### config.mk
export PLATFORM = sky130hd
export DESIGN_NAME = irq_controller_flat
export DESIGN_NICKNAME = d
export VERILOG_FILES = /design/src/rtl/irq_controller_if.sv /design/src/rtl/irq_controller.sv /design/src/flat_wrapper.sv
export SDC_FILE = /design/constraint.sdc
export NUM_CORES = 1
export LEC_CHECK = 0
export CAP_MARGIN = 40
export CORE_MARGIN = 2
export CORE_UTILIZATION = 41
export DETAILED_ROUTE_END_ITERATION = 8
export PLACE_DENSITY = 0.86
export SLEW_MARGIN = 20
export SYNTH_ARGS = -nofsm -noshare
export SYNTH_HDL_FRONTEND = slang
export SYNTH_SLANG_ARGS = --single-unit
### constraint.sdc
create_clock -name clk -period 1.63 [get_ports clk]
set_input_delay 0.326 -clock clk [delete_from_list [all_inputs] [get_ports clk]]
set_output_delay 0.326 -clock clk [all_outputs]
set_load 0.005 [all_outputs]
### src/rtl/irq_controller_if.sv
//------------------------------------------------------------------------------
// Module   : irq_controller_if
// Brief    : picorv32 native memory bus bundle for the interrupt controller.
// Revision : 1.0 - initial release
//------------------------------------------------------------------------------
`default_nettype none

interface irq_controller_if;
  logic        mem_valid;
  logic [31:0] mem_addr;
  logic [3:0]  mem_wstrb;
  logic [31:0] mem_wdata;
  logic [31:0] mem_rdata;
  logic        mem_ready;

  modport master (
    output mem_valid, mem_addr, mem_wstrb, mem_wdata,
    input  mem_rdata, mem_ready
  );

  modport slave (
    input  mem_valid, mem_addr, mem_wstrb, mem_wdata,
    output mem_rdata, mem_ready
  );
endinterface

`default_nettype wire

### src/rtl/irq_controller.sv
//------------------------------------------------------------------------------
// Module   : irq_controller
// Brief    : Memory-mapped interrupt controller for the picorv32 irq/eoi port.
//            Optional macro IRQC_EOI_CLEAR_EN: falling eoi_in clears edge lines.
// Revision : 1.0 - initial release
//------------------------------------------------------------------------------
`default_nettype none

module irq_controller #(
  parameter int          NUM_IRQ     = 16,
  parameter logic [31:0] BASE_ADDR   = 32'h1000_0000,
  parameter int          SYNC_STAGES = 2
) (
  input  logic               clk,
  input  logic               rstn,
  irq_controller_if.slave    bus,
  input  logic [NUM_IRQ-1:0] irq_in,
  output logic [31:0]        irq_out,
  input  logic [31:0]        eoi_in
);

  localparam logic [5:0] C_OFF_PENDING = 6'h00;
  localparam logic [5:0] C_OFF_ENABLE  = 6'h01;
  localparam logic [5:0] C_OFF_MODE    = 6'h02;
  localparam logic [5:0] C_OFF_STATUS  = 6'h03;
  localparam logic [5:0] C_OFF_SWSET   = 6'h04;

  logic [NUM_IRQ-1:0] r_sync [SYNC_STAGES];
  logic [NUM_IRQ-1:0] r_s_d;
  logic [NUM_IRQ-1:0] r_pending;
  logic [NUM_IRQ-1:0] r_enable;
  logic [NUM_IRQ-1:0] r_mode;
  logic               r_ready;
  logic [31:0]        r_rdata;
  logic [31:0]        r_irq_out;

  logic               w_sel;
  logic               w_wr;
  logic [5:0]         w_off;
  logic [31:0]        w_bmask32;
  logic [NUM_IRQ-1:0] w_bmask;
  logic [NUM_IRQ-1:0] w_wdata;
  logic [NUM_IRQ-1:0] w_s;
  logic [NUM_IRQ-1:0] w_edge;
  logic [NUM_IRQ-1:0] w_clr;
  logic [NUM_IRQ-1:0] w_swset;
  logic [NUM_IRQ-1:0] w_set;
  logic [NUM_IRQ-1:0] w_eoi_clr;
  logic [NUM_IRQ-1:0] w_enable_n;
  logic [NUM_IRQ-1:0] w_mode_n;
  logic [NUM_IRQ-1:0] w_pending_n;
  logic [31:0]        w_rdata;
  logic               w_unused_bits;

  // !r_ready forces an idle cycle so one request is never answered twice.
  assign w_sel     = bus.mem_valid && (bus.mem_addr[31:8] == BASE_ADDR[31:8]) && !r_ready;
  assign w_wr      = w_sel && (bus.mem_wstrb != 4'b0000);
  assign w_off     = bus.mem_addr[7:2];
  assign w_bmask32 = {{8{bus.mem_wstrb[3]}}, {8{bus.mem_wstrb[2]}},
                      {8{bus.mem_wstrb[1]}}, {8{bus.mem_wstrb[0]}}};
  assign w_bmask   = w_bmask32[NUM_IRQ-1:0];
  assign w_wdata   = bus.mem_wdata[NUM_IRQ-1:0];

  assign w_s    = r_sync[SYNC_STAGES-1];
  assign w_edge = w_s & ~r_s_d;

`ifdef IRQC_EOI_CLEAR_EN
  logic [31:0] r_eoi_d;

  always_ff @(posedge clk or negedge rstn) begin
    if (!rstn) begin
      r_eoi_d <= '0;
    end else begin
      r_eoi_d <= eoi_in;
    end
  end

  assign w_eoi_clr     = r_eoi_d[NUM_IRQ-1:0] & ~eoi_in[NUM_IRQ-1:0];
  assign w_unused_bits = ^{bus.mem_addr[1:0], bus.mem_wdata, w_bmask32, eoi_in, r_eoi_d};
`else
  assign w_eoi_clr     = '0;
  assign w_unused_bits = ^{bus.mem_addr[1:0], bus.mem_wdata, w_bmask32, eoi_in};
`endif

  always_ff @(posedge clk or negedge rstn) begin
    if (!rstn) begin
      for (int k = 0; k < SYNC_STAGES; k++) begin
        r_sync[k] <= '0;
      end
      r_s_d <= '0;
    end else begin
      r_sync[0] <= irq_in;
      for (int k = 1; k < SYNC_STAGES; k++) begin
        r_sync[k] <= r_sync[k-1];
      end
      r_s_d <= w_s;
    end
  end

  always_comb begin
    w_enable_n = r_enable;
    w_mode_n   = r_mode;
    w_clr      = '0;
    w_swset    = '0;
    if (w_wr) begin
      case (w_off)
        C_OFF_PENDING: w_clr      = w_wdata & w_bmask;
        C_OFF_ENABLE:  w_enable_n = (r_enable & ~w_bmask) | (w_wdata & w_bmask);
        C_OFF_MODE:    w_mode_n   = (r_mode & ~w_bmask) | (w_wdata & w_bmask);
        C_OFF_SWSET:   w_swset    = w_wdata & w_bmask;
        default:       ;
      endcase
    end
    // Sets are ORed in after clears so a same-cycle set always wins.
    w_set       = w_edge | w_swset;
    w_pending_n = (r_mode & ((r_pending & ~(w_clr | w_eoi_clr)) | w_set))
                | (~r_mode & w_s);
  end

  always_comb begin
    w_rdata = '0;
    case (w_off)
      C_OFF_PENDING: w_rdata = 32'(r_pending);
      C_OFF_ENABLE:  w_rdata = 32'(r_enable);
      C_OFF_MODE:    w_rdata = 32'(r_mode);
      C_OFF_STATUS:  w_rdata = 32'(r_pending & r_enable);
      default:       w_rdata = '0;
    endcase
  end

  always_ff @(posedge clk or negedge rstn) begin
    if (!rstn) begin
      r_pending <= '0;
      r_enable  <= '0;
      r_mode    <= '0;
      r_irq_out <= '0;
    end else begin
      r_pending <= w_pending_n;
      r_enable  <= w_enable_n;
      r_mode    <= w_mode_n;
      r_irq_out <= 32'(r_pending & r_enable);
    end
  end

  // Outputs idle at zero so several slaves can be ORed onto the core bus.
  always_ff @(posedge clk or negedge rstn) begin
    if (!rstn) begin
      r_ready <= 1'b0;
      r_rdata <= '0;
    end else begin
      r_ready <= w_sel;
      r_rdata <= w_sel ? w_rdata : 32'h0;
    end
  end

  assign bus.mem_ready = r_ready;
  assign bus.mem_rdata = r_rdata;
  assign irq_out       = r_irq_out;

endmodule

`default_nettype wire

### src/flat_wrapper.sv
// flat-port wrapper written by rule: the top's interface ports become plain ports
module irq_controller_flat 
#(
  parameter int          NUM_IRQ     = 16,
  parameter logic [31:0] BASE_ADDR   = 32'h1000_0000,
  parameter int          SYNC_STAGES = 2
)
  (clk, rstn, irq_in, irq_out, eoi_in, bus_mem_valid, bus_mem_addr, bus_mem_wstrb, bus_mem_wdata, bus_mem_rdata, bus_mem_ready);
  irq_controller_if bus_i ();
  input  logic clk;
  input  logic rstn;
  input  logic [NUM_IRQ-1:0] irq_in;
  output logic [31:0] irq_out;
  input  logic [31:0] eoi_in;
  input wire logic [$bits(bus_i.mem_valid)-1:0] bus_mem_valid;
  input wire logic [$bits(bus_i.mem_addr)-1:0] bus_mem_addr;
  input wire logic [$bits(bus_i.mem_wstrb)-1:0] bus_mem_wstrb;
  input wire logic [$bits(bus_i.mem_wdata)-1:0] bus_mem_wdata;
  output wire logic [$bits(bus_i.mem_rdata)-1:0] bus_mem_rdata;
  output wire logic [$bits(bus_i.mem_ready)-1:0] bus_mem_ready;
  assign bus_i.mem_valid = bus_mem_valid;
  assign bus_i.mem_addr = bus_mem_addr;
  assign bus_i.mem_wstrb = bus_mem_wstrb;
  assign bus_i.mem_wdata = bus_mem_wdata;
  assign bus_mem_rdata = bus_i.mem_rdata;
  assign bus_mem_ready = bus_i.mem_ready;
  irq_controller #(.NUM_IRQ(NUM_IRQ), .BASE_ADDR(BASE_ADDR), .SYNC_STAGES(SYNC_STAGES)) u_core (.clk(clk), .rstn(rstn), .bus(bus_i), .irq_in(irq_in), .irq_out(irq_out), .eoi_in(eoi_in));
endmodule
Yosys cells after proc, flatten, opt, wreduce, memory -nomap -nowiden
Cells that the tools add are included.

Output and inout port bits: 65. Register bits: 161. Word-level logic and storage cells: 45. Input port bits: 119.

Reductions and logical operators: 8. Bitwise gates (word level): 17. Eq/ne operators: 5. Multiplexer cells: 6.

Operators with widths (number): $and A16 B16 Y16 (8); $pmux W32 S4 (1); $or A16 B16 Y16 (5); $mux W16 (4); $not A16 Y16 (4); $mux W32 (1); $eq A24 B21 Y1 const B (1); $eq A6 B2 Y1 const B (2); $eq A6 B1 Y1 const B (1); $eq A6 B3 Y1 const B (1); $logic_not A6 Y1 (1); $reduce_and A2 Y1 (2); $reduce_bool A4 Y1 (1); $logic_and A1 B1 Y1 (3); $logic_not A1 Y1 (1).

Longest topological paths before layout
Gate-level depths: netlist of run 1.

Depth after elaboration: 10. Mapped depth: 6. Depth with buffers taken out: 4.

Worst setup path after synthesis of run 1
No wires, ideal clock.

Path type: input to register. Start: in bus_mem_addr[26]. End: reg (tool-made name). Cell stages on the path: 5. Data arrival time: 1.531 ns. Required time: 1.502 ns. Setup time: 0.128 ns. Path slack: -0.029 ns. Path buffers: 1. Path through: nor4b_2 > and4_1 > buf_6 > nand4_4 > mux2_1.

RTL lines: from (decl) (RTL line flat_wrapper.sv:16) `input wire logic [$bits(bus_i.mem_addr)-1:0] bus_mem_addr;`.

==> results of run 1 <==
==> final timing paths <==
path,from,depth (start not counted),end,slack (ns)
worst max-delay path,bus_mem_addr[5],6,register,-0.11
worst min-delay path,rstn,2,u_core.w_s[4]$_DFF_PN0_,0.26
worst max register to register,u_core.bus.mem_ready$_DFF_PN0_,5,register,-0.09
worst min register to register,u_core.r_sync[18]$_DFF_PN0_,0,u_core.w_s[2]$_DFF_PN0_,0.34
max in group asynchronous,rstn,3,asynchronous set/reset pin,0.64
min in group clk,u_core.r_sync[18]$_DFF_PN0_,0,u_core.w_s[2]$_DFF_PN0_,0.34
==> power by group <==
| group | leakage (nW) | total [mW] | internal, mW | switching, mW |
|---|---|---|---|---|
| clock network | 0.293 | 3.78 | 2.47 | 1.31 |
| logic | 1.40 | 0.507 | 0.237 | 0.270 |
| registers | 1.65 | 3.32 | 3.29 | 0.0384 |
==> layout by cell type, fill, tap and decap left out, drive strengths merged, types with 7 or more instances in the layout <==
cell	instances
a2111oi	10
a21boi	16
a311o	16
a41oi	16
and2	32
buf	37
clkbuf	21
clkdlybuf4s50	73
conb	32
dfrtp	129
dlygate4sd2	25
inv	10
mux2	32
nand2	17
nand4	7
nor2	25
nor3b	10
==> through the flow <==
| stage | total power, mW | util | setup TNS (ns) |
|---|---|---|---|
| 3_5_place_dp | 3.87 | 0.528 | -38.05 |
| 6_report | 7.61 | 0.600 | -2.81 |
| 3_3_place_gp | 3.85 | 0.528 | -36.63 |
| 2_1_floorplan | 3.57 | - | -0.238 |
| 5_1_grt | 7.87 | 0.600 | -6.13 |
| 4_1_cts | 7.65 | 0.587 | -1.20 |
==> final cells by class <==
type	instances	area (um2)
flip-flops and latches	129	3230
clock inverters	10	135
fillers	910	5050
repair buffers	136	1330
well taps	172	215
multi-input cells	247	2160
clock buffers	21	460
inverters	10	37.5
==> cell families (layout without fill, tap and decap cells) <==
family / Yosys count / in the layout / share of synthesized area
AO/OA/AOI/OAI: 64 / 64 / 0.108
buffers and inverters: 57 / 177 / 0.0667
flip-flops: 129 / 129 / 0.608
multiplexers: 38 / 38 / 0.0792
other: 1 / 32 / 0.000707
AND/OR/NAND/NOR: 113 / 113 / 0.137
==> routing by layer <==
layer / vias up / part of all wire / global-route usage
met5: - / 0 / 0
met4: 0 / 0.022 / 0.110
met3: 22 / 0.073 / 0.0727
met2: 157 / 0.52 / 0.316
met1: 1908 / 0.39 / 0.219
li1: 1659 / - / -
==> repair_timing <==
action | CTS | global route
hold endpoints to repair | 3 | 0
hold buffers | 1 | 0
endpoints found under the setup margin | 59 | 58
gates cloned | 0 | 0
pin swaps | 12 | 9
buffers inserted | 6 | 1
resized for setup | 60 | 20
==> results by group, run 1 <==
Run status
  • Run status: complete, but fails checks
  • Failing checks: setup timing

Setup path
  • Cell family with most CP delay: simple AND/OR/NAND/NOR gates
  • Critical-path maximum fanout: 8
  • CP Cell Sequence: clkdlybuf4s50_1 > nor4_1 > and4_4 > buf_8 > nand4_4 > mux2_4
  • CP Data Required Time: 1.92 ns
  • Kind of critical path: primary input to register
  • Startpoint Class: primary input
  • CP Buf/Inv Count: 2
  • Endpoint type of the worst setup path: register
  • Critical Path Max Stage Delay: about 0.43 ns
  • Arrival @ worst endpoint: around 2 ns
  • Slowest cell on the critical path: clkdlybuf4s50_1

Yosys
  • Top FF cell, synth: dfrtp_1
  • Post-synthesis cell count: about 400
  • Synth cell count leaders: dfrtp_1, and2_1, buf_4
  • Share of the synthesized area in the top cell type: 0.608
  • Synth area leaders: dfrtp_1, buf_4, mux2_1, and2_1, a311o_1
  • Sequential fraction of the synthesis area: 0.608
  • Post-synth top area cell: dfrtp_1
  • Number of flops mapped to enable cells by yosys: 0
  • Asr flop ratio synth: 1.00
  • Distinct cells, synth: 32
  • Count leader, synth: dfrtp_1
  • Synth Area per Inst: ~13 um2
  • Post-synthesis register bit count: ~130
  • Yosys warns: 0
  • Post-Synthesis Cell Area: around 0.0053 mm2

Floorplanning
  • DIE HEIGHT: 118 um
  • Core region area: about 0.013 mm2
  • Initial core utilization: 0.420
  • Num rows: 41
  • Die span in x: ~120 um
  • Die area: approximately 0.014 mm2
  • IO Pins: between 150 and 200

Clock tree
  • CTS tree: yes
  • Clk sinks: ~130
  • H-Tree Depth: 4
  • Root buffer cell: clkbuf_16
  • Worst-Skew Late Latency: approximately 0.41 ns
  • CTS Buffer Depth: 2
  • Clock slew at reported path FFs: roughly 0.050 ns
  • TritonCTS Buffers: 17

Cells and area
  • Number of diodes: 0
  • Design area: about 0.0076 mm2
  • Share of layout cells above drive strength 1: 0.231
  • Post-Layout Cell Count: roughly 730
  • Area growth from synthesis to final layout: 42.7%
  • Nets: between 600 and 700

Placed design
  • Inst Count DP: just under 700
  • Placer Congestion: between 0.8 and 0.9
  • Post-DP HPWL: 8520 um
  • Placement Setup Slack: -0.733 ns
  • Post-DP Area: about 0.0067 mm2
  • PortBufs: 99

Global routing
  • Largest net degree at the start of global routing: 84
  • Initial antenna violation count: 0
  • Remaining global-route overflow: 0
  • Global-route total usage across every layer: 0.194
  • Vias in the first global route: around 4.1k
  • Global-route wire length before repair: 21000 um

Power and ir drop
  • PwrDens: 1010 mW/mm2
  • Lkg Pwr: between 3 and 4 nW
  • VDD IR max: approximately 0.0006 V

STA
  • Worst-Margin Slew: approximately 0.54 ns
  • Rel. slew slack: 0.640
  • Post-layout min period: about 1.7 ns
  • Final setup viols: 40
  • Final Hold Fails: 0
  • Max Freq: between 500 and 600 MHz
  • Worst Skew: roughly 0.0058 ns
  • Final worst slack: -0.115 ns
  • Period utilization: 1.07
  • RSZ-0062 raised after global routing: true
  • Final Slew Violations: 0
  • WHS: around 0.26 ns

Drt
  • Routed Antenna Nets: 0
  • DRC Markers: 0
  • DRT iter0 DRCs: between 300 and 400
  • Post-Route WL: approximately 13000 um
  • Via-per-instance ratio: around 5.2
  • First-pass DRT Iterations: 4
  • Via total after detailed routing: between 3k and 4k
  • Drt wl/cell: about 18 um

Flow run
  • Max Cap Viol: 0

Hold path
  • Min-delay worst type: primary input to asynchronous set/reset pin
Note: power is estimated with default switching activity, not from simulation.
==> run 2, diff against run 1 <==
--- a/config.mk
+++ b/config.mk
@@ -6,10 +6,11 @@
 export NUM_CORES = 1
 export LEC_CHECK = 0
 export CAP_MARGIN = 40
-export CORE_MARGIN = 2
+export CORE_MARGIN = 4
 export CORE_UTILIZATION = 41
 export DETAILED_ROUTE_END_ITERATION = 8
 export PLACE_DENSITY = 0.86
+export RECOVER_POWER = 25
 export SLEW_MARGIN = 20
 export SYNTH_ARGS = -nofsm -noshare
 export SYNTH_HDL_FRONTEND = slang
==> results by group, run 2 (same netlist as run 1, synthesis figures left out) <==
Global routing
  • Met2 usage: 0.315 (-0.000853)
  • Global-route wire length before repair: 21600 um (+2.9%)
  • Vias in the first global route: 4058 (-0.95%)
  • GR Layer Usage met1: 0.223 (+0.00345)
  • Met3 usage: 0.0673 (-0.00536)
  • Initial antenna violation count: 0 (unchanged)
  • Remaining global-route overflow: 0 (unchanged)
  • Gr busiest metal: met2
  • Largest net degree at the start of global routing: 82 (-2.4%)
  • Global-route total usage across every layer: 0.192 (-0.00180)

Cells and area
  • Nets: 671 (+1.7%)
  • Number of diodes: 0 (unchanged)
  • Most frequent cells in the layout: dfrtp_1, clkdlybuf4s50_1, conb_1
  • Area growth from synthesis to final layout: 45.7%
  • Most common cell after layout, fill and taps aside: dfrtp_1
  • Share of layout cells above drive strength 1: 0.253 (+0.0216)

Run status
  • Run status: complete, but fails checks
  • Failing checks: setup timing

STA
  • Final Slew Violations: 0 (unchanged)
  • Max Freq: 560 MHz (-2.4%)
  • WHS: 0.346 ns (+0.0826 ns)
  • Final Hold Fails: 0 (unchanged)
  • Post-layout min period: 1.79 ns (+0.0425 ns)
  • Rel. slew slack: 0.567 (-0.0726)
  • Worst Skew: 0.00947 ns (+0.00365 ns)
  • RSZ-0062 raised after global routing: true
  • Period utilization: 1.10 (+0.0261)
  • Final setup viols: 51 (+28%)
  • Final worst slack: -0.157 ns (-0.0425 ns)
  • Worst-Margin Slew: 0.649 ns (+0.109 ns)

Floorplanning
  • Die span in x: 122 um (+3.4%)
  • Num rows: 41 (unchanged)
  • Initial core utilization: 0.419 (-0.00170)
  • Die area: 0.0148 mm2 (+6.9%)
  • DIE HEIGHT: 122 um (+3.4%)
  • Core region area: 0.0127 mm2 (+0.41%)
  • IO Pins: 184 (unchanged)

Setup path
  • Endpoint type of the worst setup path: register
  • CP Launch Point: u_core.bus.mem_ready$_DFF_PN0_
  • Worst-case reg-to-reg path depth: 5 (unchanged)
  • CP Data Required Time: 1.93 ns (about the same)
  • Kind of critical path: register to register
  • Worst r2r src: u_core.bus.mem_ready$_DFF_PN0_
  • Startpoint Class: register
  • Arrival @ worst endpoint: 2.08 ns (+0.05 ns)
  • Worst R2R Setup Slack: -0.16 ns (-0.07 ns)
  • Critical-path maximum fanout: 8 (unchanged)

Drt
  • Post-Route WL: 14800 um (+11%)
  • Via total after detailed routing: 3902 (+4.2%)
  • Via-per-instance ratio: 5.29 (+2.5%)
  • Routed Antenna Nets: 0 (unchanged)
  • Drt wl/cell: 20.1 um (+9.1%)
  • DRC Markers: 0 (unchanged)
  • DRT iter0 DRCs: 283 (-8.7%)
  • First-pass DRT Iterations: 5 (+1)

Placed design
  • Placer Congestion: 0.811 (-2.6%)
  • Placement Setup Slack: -0.756 ns (-0.0227 ns)
  • PortBufs: 99 (unchanged)
  • Post-DP HPWL: 8760 um (+2.8%)

Power and ir drop
  • VDD IR max: 0.000565 V (-4.6%)
  • Lkg Pwr: 3.49 nW (+4.1%)
  • PwrDens: 977 mW/mm2 (-2.9%)
  • Power after layout: 7.55 mW (-0.82%)

Clock tree
  • CTS Buffer Depth: 2 (unchanged)
  • Root buffer cell: clkbuf_16
  • Worst-Skew Late Latency: 0.42 ns (about the same)
  • TritonCTS Buffers: 17 (unchanged)
  • Clock slew at reported path FFs: 0.06 ns (about the same)
  • H-Tree Depth: 4 (unchanged)
  • Clk sinks: 129 (unchanged)
  • CTS tree: yes

Hold path
  • Worst Hold Endpoint: u_core.w_s[5]$_DFF_PN0_
  • Hold Crit Start: u_core.r_sync[21]$_DFF_PN0_
  • Hold Path Depth: 0
  • Min-delay worst type: register to register

Flow run
  • Max Cap Viol: 0 (unchanged)
==> run 2: routing by layer <==
layer	up-vias	wire (um)
li1	1684	-
met1	1960	5470
met2	206	7540
met3	52	1210
met4	0	580
met5	-	0
==> run 2: critical path, stage by stage (launching register included) <==
cell and delay, ns:
dfrtp_1 0.41, nor4_4 0.17, and4_4 0.32, buf_12 0.15
nand4_4 0.23, mux2_4 0.37
==> run 2: where the power goes <==
| part | switching (mW) | leakage, nW | total, mW | internal [mW] |
|---|---|---|---|---|
| Sequential | 0.0395 | 1.65 | 3.32 | 3.29 |
| Clock | 1.37 | 0.279 | 3.73 | 2.36 |
| Combinational | 0.268 | 1.56 | 0.496 | 0.228 |
==> run 2: final cells by class <==
type | instances | area, um2
timing repair buffer | 147 | 1530
multi-input combinational | 247 | 2140
inverter | 10 | 37.5
sequential | 129 | 3230
clock buffer | 23 | 478
tap | 172 | 215
fill | 891 | 4940
clock inverter | 9 | 106
==> run 2: metrics by stage <==
step / TNS, ns / util / cell area (um2) / cells
after floorplan: -0.238 / - / 5490 / 433
after global routing: -9.15 / 0.610 / 7730 / 737
final: -5.68 / 0.610 / 7730 / 737
after global placement: -36.53 / 0.526 / 6660 / 685
after CTS: -3.07 / 0.595 / 7540 / 728
after detailed placement: -40.72 / 0.526 / 6660 / 685
==> run 2: how the worst max path moves through the flow <==
stage,slack (ns),endpoint
6_report,-0.16,register
5_1_grt,-0.22,register
4_1_cts,-0.12,u_core.r_pending[2]$_DFF_PN0_
3_5_place_dp,-0.76,register
3_3_place_gp,-0.67,register
2_1_floorplan,-0.01,register
==> run 2: repair_timing <==
item | CTS | global route
hold buffers | 1 | 0
buffers inserted | 6 | 9
resized for setup | 65 | 24
endpoints found under the setup margin | 62 | 63
cloned | 4 | 0
hold endpoints to repair | 129 | 0
pin swaps | 13 | 15
==> run 3, diff against run 2 <==
--- a/config.mk
+++ b/config.mk
@@ -5,6 +5,7 @@
 export SDC_FILE = /design/constraint.sdc
 export NUM_CORES = 1
 export LEC_CHECK = 0
+export ABC_CLOCK_PERIOD_IN_PS = 1630
 export CAP_MARGIN = 40
 export CORE_MARGIN = 4
 export CORE_UTILIZATION = 41
==> results of run 3 <==
The final DEF is identical to that of run 2; final timing and power are the same.
